==> src/rtl/rps_round_controller.sv <==
// One rock-paper-scissors round from player strobe to judged result.
// Asks the predictor for a move, falls back to a mod-3 pick on timeout, and keeps BCD scores.
module rps_round_controller #(
  parameter int unsigned TIMEOUT_CYCLES = 255,
  parameter int unsigned MAX_ROUNDS     = 60
) (
  input  logic       clock,
  input  logic       reset,
  input  logic       move_valid,
  input  logic [1:0] move,
  output logic       pred_req,
  output logic [3:0] combination,
  input  logic       pred_valid,
  input  logic [1:0] pred_choice,
  output logic       result_valid,
  output logic [1:0] result,
  output logic [1:0] ai_move,
  output logic       timed_out,
  output logic [7:0] reward,
  output logic [7:0] player_score,
  output logic [7:0] ai_score,
  output logic [5:0] round_count,
  output logic       game_over
);

  localparam logic [7:0] TIMEOUT_VAL = 8'(TIMEOUT_CYCLES);
  localparam logic [5:0] MAX_VAL     = 6'(MAX_ROUNDS);
  localparam logic [1:0] MOVE_NONE   = 2'b11;

  typedef enum logic [2:0] {
    S_IDLE,
    S_REQUEST,
    S_WAIT,
    S_JUDGE,
    S_REPORT,
    S_DONE
  } state_t;

  state_t     state_q, state_d;
  logic       mv_hist_q, mv_hist_d;
  logic [1:0] fb_q, fb_d;
  logic [7:0] wait_cnt_q, wait_cnt_d;
  logic [1:0] move_q, move_d;
  logic [1:0] prev_move_q, prev_move_d;
  logic [3:0] comb_q, comb_d;
  logic [1:0] ai_choice_q, ai_choice_d;
  logic       timed_out_q, timed_out_d;
  logic [1:0] result_q, result_d;
  logic [1:0] ai_move_q, ai_move_d;
  logic [7:0] reward_q, reward_d;
  logic [7:0] pscore_q, pscore_d;
  logic [7:0] ascore_q, ascore_d;
  logic [5:0] round_q, round_d;
  logic       rise;
  logic [1:0] verdict;

  function automatic logic [7:0] bcd_inc(input logic [7:0] v);
    logic [7:0] r;
    if (v == 8'h99) begin
      r = v;
    end else if (v[3:0] == 4'd9) begin
      r = {v[7:4] + 4'd1, 4'd0};
    end else begin
      r = {v[7:4], v[3:0] + 4'd1};
    end
    return r;
  endfunction

  // 00 tie, 01 player wins, 10 AI wins
  function automatic logic [1:0] judge(input logic [1:0] p, input logic [1:0] a);
    logic [1:0] r;
    if (p == a) begin
      r = 2'b00;
    end else begin
      case ({p, a})
        4'b00_01, 4'b01_10, 4'b10_00: r = 2'b01;
        default:                      r = 2'b10;
      endcase
    end
    return r;
  endfunction

  assign rise    = move_valid & ~mv_hist_q;
  assign verdict = judge(move_q, ai_choice_q);

  always_comb begin
    state_d      = state_q;
    mv_hist_d    = move_valid;
    fb_d         = (fb_q == 2'd2) ? 2'd0 : fb_q + 2'd1;
    wait_cnt_d   = wait_cnt_q;
    move_d       = move_q;
    prev_move_d  = prev_move_q;
    comb_d       = comb_q;
    ai_choice_d  = ai_choice_q;
    timed_out_d  = timed_out_q;
    result_d     = result_q;
    ai_move_d    = ai_move_q;
    reward_d     = reward_q;
    pscore_d     = pscore_q;
    ascore_d     = ascore_q;
    round_d      = round_q;
    pred_req     = 1'b0;
    result_valid = 1'b0;
    game_over    = 1'b0;

    case (state_q)
      S_IDLE: begin
        if (rise && move != MOVE_NONE) begin
          move_d  = move;
          // Loaded together with the move so it is already valid while pred_req is high.
          comb_d  = {prev_move_q, move};
          state_d = S_REQUEST;
        end
      end
      S_REQUEST: begin
        pred_req   = 1'b1;
        wait_cnt_d = 8'd0;
        state_d    = S_WAIT;
      end
      S_WAIT: begin
        if (pred_valid) begin
          if (pred_choice == MOVE_NONE) begin
            ai_choice_d = fb_q;
            timed_out_d = 1'b1;
          end else begin
            ai_choice_d = pred_choice;
            timed_out_d = 1'b0;
          end
          state_d = S_JUDGE;
        end else if (wait_cnt_q == TIMEOUT_VAL) begin
          ai_choice_d = fb_q;
          timed_out_d = 1'b1;
          state_d     = S_JUDGE;
        end else begin
          wait_cnt_d = wait_cnt_q + 8'd1;
        end
      end
      S_JUDGE: begin
        result_d  = verdict;
        ai_move_d = ai_choice_q;
        round_d   = round_q + 6'd1;
        case (verdict)
          2'b01: begin
            reward_d = 8'hFF;
            pscore_d = bcd_inc(pscore_q);
          end
          2'b10: begin
            reward_d = 8'h01;
            ascore_d = bcd_inc(ascore_q);
          end
          default: reward_d = 8'h00;
        endcase
        state_d = S_REPORT;
      end
      S_REPORT: begin
        result_valid = 1'b1;
        prev_move_d  = move_q;
        state_d      = (round_q == MAX_VAL) ? S_DONE : S_IDLE;
      end
      S_DONE: begin
        game_over = 1'b1;
      end
      default: state_d = S_IDLE;
    endcase
  end

  always_ff @(posedge clock) begin
    if (reset) begin
      state_q     <= S_IDLE;
      // History starts high so a strobe held through reset is not seen as an edge.
      mv_hist_q   <= 1'b1;
      fb_q        <= 2'd0;
      wait_cnt_q  <= 8'd0;
      move_q      <= 2'd0;
      prev_move_q <= MOVE_NONE;
      comb_q      <= 4'b1100;
      ai_choice_q <= 2'd0;
      timed_out_q <= 1'b0;
      result_q    <= 2'd0;
      ai_move_q   <= 2'd0;
      reward_q    <= 8'd0;
      pscore_q    <= 8'd0;
      ascore_q    <= 8'd0;
      round_q     <= 6'd0;
    end else begin
      state_q     <= state_d;
      mv_hist_q   <= mv_hist_d;
      fb_q        <= fb_d;
      wait_cnt_q  <= wait_cnt_d;
      move_q      <= move_d;
      prev_move_q <= prev_move_d;
      comb_q      <= comb_d;
      ai_choice_q <= ai_choice_d;
      timed_out_q <= timed_out_d;
      result_q    <= result_d;
      ai_move_q   <= ai_move_d;
      reward_q    <= reward_d;
      pscore_q    <= pscore_d;
      ascore_q    <= ascore_d;
      round_q     <= round_d;
    end
  end

  assign combination  = comb_q;
  assign result       = result_q;
  assign ai_move      = ai_move_q;
  assign timed_out    = timed_out_q;
  assign reward       = reward_q;
  assign player_score = pscore_q;
  assign ai_score     = ascore_q;
  assign round_count  = round_q;

endmodule

==> config.mk <==
export PLATFORM = sky130hd
export DESIGN_NAME = rps_round_controller
export DESIGN_NICKNAME = d
export VERILOG_FILES = /design/src/rtl/rps_round_controller.sv
export SDC_FILE = /design/constraint.sdc
export NUM_CORES = 1
export LEC_CHECK = 0
export ABC_AREA = 1
export CAP_MARGIN = 20
export CORE_MARGIN = 1.5
export CORE_UTILIZATION = 55
export CTS_BUF_LIST = sky130_fd_sc_hd__clkbuf_4 sky130_fd_sc_hd__clkbuf_8 sky130_fd_sc_hd__clkbuf_16
export CTS_CLUSTER_DIAMETER = 80
export DETAILED_ROUTE_END_ITERATION = 10
export PLACE_DENSITY = 0.92
export SYNTH_ARGS = -nofsm -noshare
export SYNTH_HDL_FRONTEND = slang
export SYNTH_SLANG_ARGS = --single-unit
==> constraint.sdc <==
create_clock -name clock -period 2.45 [get_ports clock]
set_input_delay 0.3675 -clock clock [delete_from_list [all_inputs] [get_ports clock]]
set_output_delay 0.3675 -clock clock [all_outputs]
set_load 0.005 [all_outputs]
Word-level counts from Yosys, hierarchy flattened
Cells that the tools add are included.
Word-level totals
  register bits: 59
Cells by class
  add/subtract/negate cells: 7
  eq/ne operators: 24
  mux-type cells: 22
  bitwise logic cells: 5
  reductions and logical operators: 14
Operators with widths (number)
  one-hot mux 8 bit (2 select lines): 2
  == test 8 bit (second input constant): 3
  one-hot mux 3 bit (6 select lines): 1
  adder 4 x 1 -> 4 bit (second input constant): 4
  two-way mux 8 bit: 2
  == test 4 bit (second input constant): 3
  two-way mux 3 bit: 4
  AND reduction 3 bit: 4
  two-way mux 2 bit: 5
  adder 8 x 1 -> 8 bit (second input constant): 1
  two-way mux 4 bit: 2
  != test 2 bit (second input constant): 4
  AND reduction 4 bit: 2
  adder 6 x 1 -> 6 bit (second input constant): 1
  == test 2 bit (second input constant): 3
  == test 3 x 2 -> 1 bit (second input constant): 2
  == test 3 bit (second input constant): 2
  == test 6 bit (second input constant): 1
  two-way mux 1 bit: 6
  == test 4 x 1 -> 1 bit (second input constant): 1
  == test 4 x 3 -> 1 bit (second input constant): 1
  inverter 1 bit: 4
  AND reduction 2 bit: 2
  nonzero test 2 bit: 2
  10 further kinds: 10

Logic depth before layout (Yosys ltp)
Gate-level depths: netlist of the first run.
  depth after elaboration: 6
  gate-level depth with buffers: 10

Worst setup path before layout of the first run
OpenSTA, ideal clock, no wires.
  path kind: reg-to-reg
  start point: register wait_cnt_q[1]
  end point: register wait_cnt_q[5]
  setup time: 0.114 ns
  data arrival time: 1.325 ns
  slack: 1.012 ns
  cell stages (with the launch flop): 10
  clock period less this slack: 1.438 ns
  path through: dfxtp_1 > ha_1 > nand2_1 > nor2_1 > nand2_1 > nand3_2 > nand2_2 > buf_6 > a21oi_1 > nor2_1
On the way
  longest elaborated chain between the ends: 4
  elaborated cells on any way between the ends: 7
  those cells by class: add/sub (1); eq/ne (2); mux (3); reduce/logical (1)
Ends and longest elaborated chain
  start: declaration: RTL line 42  | logic [7:0] wait_cnt_q, wait_cnt_d;
  start signal: assignment: RTL line 189  | wait_cnt_q <= wait_cnt_d;
  adder 8 x 1 -> 8 bit: RTL line 135  | wait_cnt_d = wait_cnt_q + 8'd1;
  two-way mux 8 bit: RTL line 130  | end else if (wait_cnt_q == TIMEOUT_VAL) begin
  two-way mux 8 bit: RTL line 121  | if (pred_valid) begin
  one-hot mux 8 bit (2 select lines): RTL line 106  | case (state_q)
Several ways; a longest one is shown, not always the timed one. The select of a mux whose other input is x is not followed.
A chain may end at the register's enable or synchronous reset.

Worst setup path after layout of the first run
  start point: register state_q[2]
  end point: output result_valid
On the way
  longest elaborated chain between the ends: 2
Ends and longest elaborated chain
  start: declaration: RTL line 39  | state_t state_q, state_d;
  start signal: assignment: RTL line 186  | state_q <= state_d;
  == test 3 bit: RTL line 106
  two-way mux 1 bit: RTL line 106
  end: declaration: RTL line 15  | output logic result_valid,
Every way passes these cells.

==> impl_metrics.tcl, run 1 <==
set metrics [dict create \
    outcome "complete, no violations" \
    seq_area_um2 1001 \
    final_hold_viol_count 0 \
    synth_area_leaders "dfxtp_1, nand2_1, a21oi_1" \
    switching_power_mw 0.4693 \
    antenna_found_initial 0 \
    htree_levels 2 \
    tns_ps 0 \
    drive_gt1_frac 0.06582 \
    ys_ff_latch 50 \
    slew_headroom 0.7132 \
    crit_path_end "result_valid" \
    irDropWorstVdd_mv 0.2741 \
    cap_violations 0 \
    core_area_um2 4384 \
    ant_nets 0 \
    hold_buffers 0 \
    drc 0 \
    cp-start-kind "flip-flop" \
    worstPathArrival_ps 1740 \
    initial_core_util 0.5728 \
    synth_top_area_cell "dfxtp_1" \
    diodes 0 \
    multi_input_area_um2 1262 \
    pwr-share-seq 0.537 \
    finalWirelength_um 5590 \
    hpwlAfterDp_um 4056 \
    cts_tree "yes" \
    async_flop_share 0 \
    hold-path-cell-count 1 \
    dieArea_um2 4980 \
    fmax_mhz 473.9 \
    p_leak_nw 1.219 \
    numCtsBuffers 5 \
    p_total_mw 1.649 \
    power.density_nw_per_um2 534.9 \
    overflow 0 \
    r2r_slack_ps 680 \
    cts-root-buf "clkbuf_8" \
    routedWlPerCell_um 12.51 \
    avgSynthCellArea_um2 7.154 \
    drv_slew 0 \
    place.gp.congestion 0.8056 \
    drtPass1Iterations 4 \
    clockBufferDepth 2 \
    die_x_um 70.57 \
    timing.rr.end "wait_cnt_q[3]$_SDFFE_PP0P_" \
    post_cts.repair.setup_buffers 0 \
    clkLatencyLatePin_ps 310 \
    ios 50 \
    yosysSeqAreaShare 0.3986 \
    crit_fanout 4 \
    critPathCaptureType "output pin" \
    synth_enable_flop_cells 0 \
    grt_pass1_vias 2078 \
    synthFlopType "dfxtp_1" \
    clk_pin_slew_worst_paths_ps 80 \
    synthesis.area_um2 2511 \
    yosysUniqueCellTypes 31 \
    skew_ps 6.579 \
    port_buffers 49 \
    cts_resized 0 \
    pwr-share-clk 0.303 \
    track_usage 0.2286 \
    finalSetupViolations 0 \
    switching_share 0.2846 \
    finalWorstSetupSlack_ps 339.9 \
    period_share 0.8612 \
    min_path_type "reg -> reg" \
    rsz0062_at_grt "no" \
    internal_power_mw 1.180 \
    combPwrFrac 0.159 \
    synthCells 351 \
    ff2ff_path_depth 10 \
    crit_type "reg -> out" \
    synth_warnings 0 \
    synth_top_cell_area_share 0.3986 \
    critical_path_required_ps 2080 \
    grt_pass1_wl_um 9225 \
    first_iter_violations 179 \
    cts.sinks 50 \
    worst_slew_pin_slew_ps 426.9 \
    area_delta_synth_final_pct 22.77 \
    n_fill_cell 362 \
    die_y_um 70.57 \
    grt_max_degree 24 \
    reg2reg_from "wait_cnt_q[0]$_SDFFE_PP0P_" \
    routed_via_density 5.398 \
    via_count 2413 \
    rows 24 \
    dpl_worst_slack_ps 707.3 \
    min_period_ps 2110 \
    syn_nets 367 \
    yosysMostFrequentCell "nand2_1" \
    nets 410 \
    synth_common_cells "nand2_1, dfxtp_1, nor2_1" \
    startpoint "state_q[2]$_SDFFE_PP0P_" \
]
[flip-flops by register name, indices dropped and copies added (netlist names)]
name,cells
fb_q,2
combination,3
mv_hist_q,1
round_count,6
wait_cnt_q,8
ai_choice_q,2
reward,1
prev_move_q,2
ai_move,2
ai_score,8
player_score,8
state_q,3
result,2
move_q,1
timed_out,1
[per-layer routing]
| layer | wire length [um] | up-vias | track usage |
|---|---|---|---|
| met3 | 321 | 10 | 0.05128 |
| met4 | 94 | 0 | 0.07757 |
| met5 | 0 | - | 0 |
| li1 | - | 1230 | - |
| met1 | 2485 | 1106 | 0.2888 |
| met2 | 2688 | 67 | 0.3889 |
[through the flow]
| stage | hold WS (ps) | cells | area, um^2 | util |
|---|---|---|---|---|
| 2_1_floorplan | 423.2 | 351 | 2511 | - |
| 3_3_place_gp | 435.6 | 439 | 2988 | 0.6815 |
| 3_5_place_dp | 447.1 | 439 | 2988 | 0.6815 |
| 4_1_cts | 461.9 | 447 | 3083 | 0.7032 |
| 5_1_grt | 483.8 | 447 | 3083 | 0.7032 |
| 6_report | 458.6 | 447 | 3083 | 0.7032 |
[worst max-delay path, cell delays in order (launching register included)]
cell,delay [ps]
dfxtp_1,410
inv_1,90
nor3_1,350
clkdlybuf4s50_1,590
[how the worst min path moves through the flow]
stage / from / endpoint / slack, ps
floorplan: fb_q[0]$_SDFF_PP0_ / fb_q[0]$_SDFF_PP0_ / 420
global placement: fb_q[0]$_SDFF_PP0_ / fb_q[0]$_SDFF_PP0_ / 440
detailed placement: fb_q[0]$_SDFF_PP0_ / fb_q[0]$_SDFF_PP0_ / 450
CTS: fb_q[0]$_SDFF_PP0_ / fb_q[0]$_SDFF_PP0_ / 460
global route: fb_q[0]$_SDFF_PP0_ / fb_q[0]$_SDFF_PP0_ / 480
finish: fb_q[0]$_SDFF_PP0_ / fb_q[0]$_SDFF_PP0_ / 460
[power by group through the flow]
stage               sequential, mW  combinational, mW  clock (mW)
floorplan                    0.897              0.194           0
global placement             0.902              0.251           0
detailed placement           0.904              0.260           0
CTS                          0.885              0.261       0.509
global route                 0.892              0.297       0.543
finish                       0.886              0.263       0.500
[placed cells by master, fill, tap and decap left out]
cell	n
xnor2_1	2
nor2_2	3
clkinvlp_4	1
buf_4	3
o2111ai_1	1
nor3_2	2
inv_2	1
clkbuf_8	6
inv_1	38
nand3_2	1
o211ai_1	2
nor3_1	4
nor3b_1	2
clkinv_2	1
nand2_1	76
nor2_1	40
o21ai_0	19
a21oi_1	35
nand2_2	1
o21a_1	2
o21ai_2	1
a31oi_1	1
clkdlybuf4s50_1	49
xor2_1	5
a21oi_2	2
dfxtp_1	50
a21oi_4	1
nor3_4	1
ha_1	8
nand3_1	24
or2_2	2
nand4_1	11
[layout make-up]
type	instances	share of cell area
clock inverter	2	0.004058
clock buffer	6	0.02679
timing repair buffer	52	0.1664
multi-input combinational	246	0.4095
inverter	39	0.04748
tap	52	0.02110
sequential	50	0.3247
[cell families (layout without fill, tap and decap cells)]
kind of cell    Yosys count  count (layout)  share of synthesized area
flops                    50              50                     0.3986
xor+xnor                  7               7                    0.02442
simple gates            167             167                     0.2960
compound gates           64              64                     0.1425
buf+inv                  55              99                    0.09865
fa+ha+maj                 8               8                    0.03986
Power figures use the tool's default switching activity.
==> run 2, diff against run 1 <==
--- a/config.mk
+++ b/config.mk
@@ -13,6 +13,7 @@
 export CTS_CLUSTER_DIAMETER = 80
 export DETAILED_ROUTE_END_ITERATION = 10
 export PLACE_DENSITY = 0.92
+export SLEW_MARGIN = 20
 export SYNTH_ARGS = -nofsm -noshare
 export SYNTH_HDL_FRONTEND = slang
 export SYNTH_SLANG_ARGS = --single-unit
==> results of run 2 <==
Same layout as run 1: the final DEF is identical, and so are final timing and power.
==> run 3, diff against run 2 <==
--- a/config.mk
+++ b/config.mk
@@ -6,7 +6,6 @@
 export NUM_CORES = 1
 export LEC_CHECK = 0
 export ABC_AREA = 1
-export CAP_MARGIN = 20
 export CORE_MARGIN = 1.5
 export CORE_UTILIZATION = 55
 export CTS_BUF_LIST = sky130_fd_sc_hd__clkbuf_4 sky130_fd_sc_hd__clkbuf_8 sky130_fd_sc_hd__clkbuf_16
@@ -17,3 +16,4 @@
 export SYNTH_ARGS = -nofsm -noshare
 export SYNTH_HDL_FRONTEND = slang
 export SYNTH_SLANG_ARGS = --single-unit
+export TNS_END_PERCENT = 100
==> results of run 3 <==
Same layout as run 1: the final DEF is identical, and so are final timing and power.
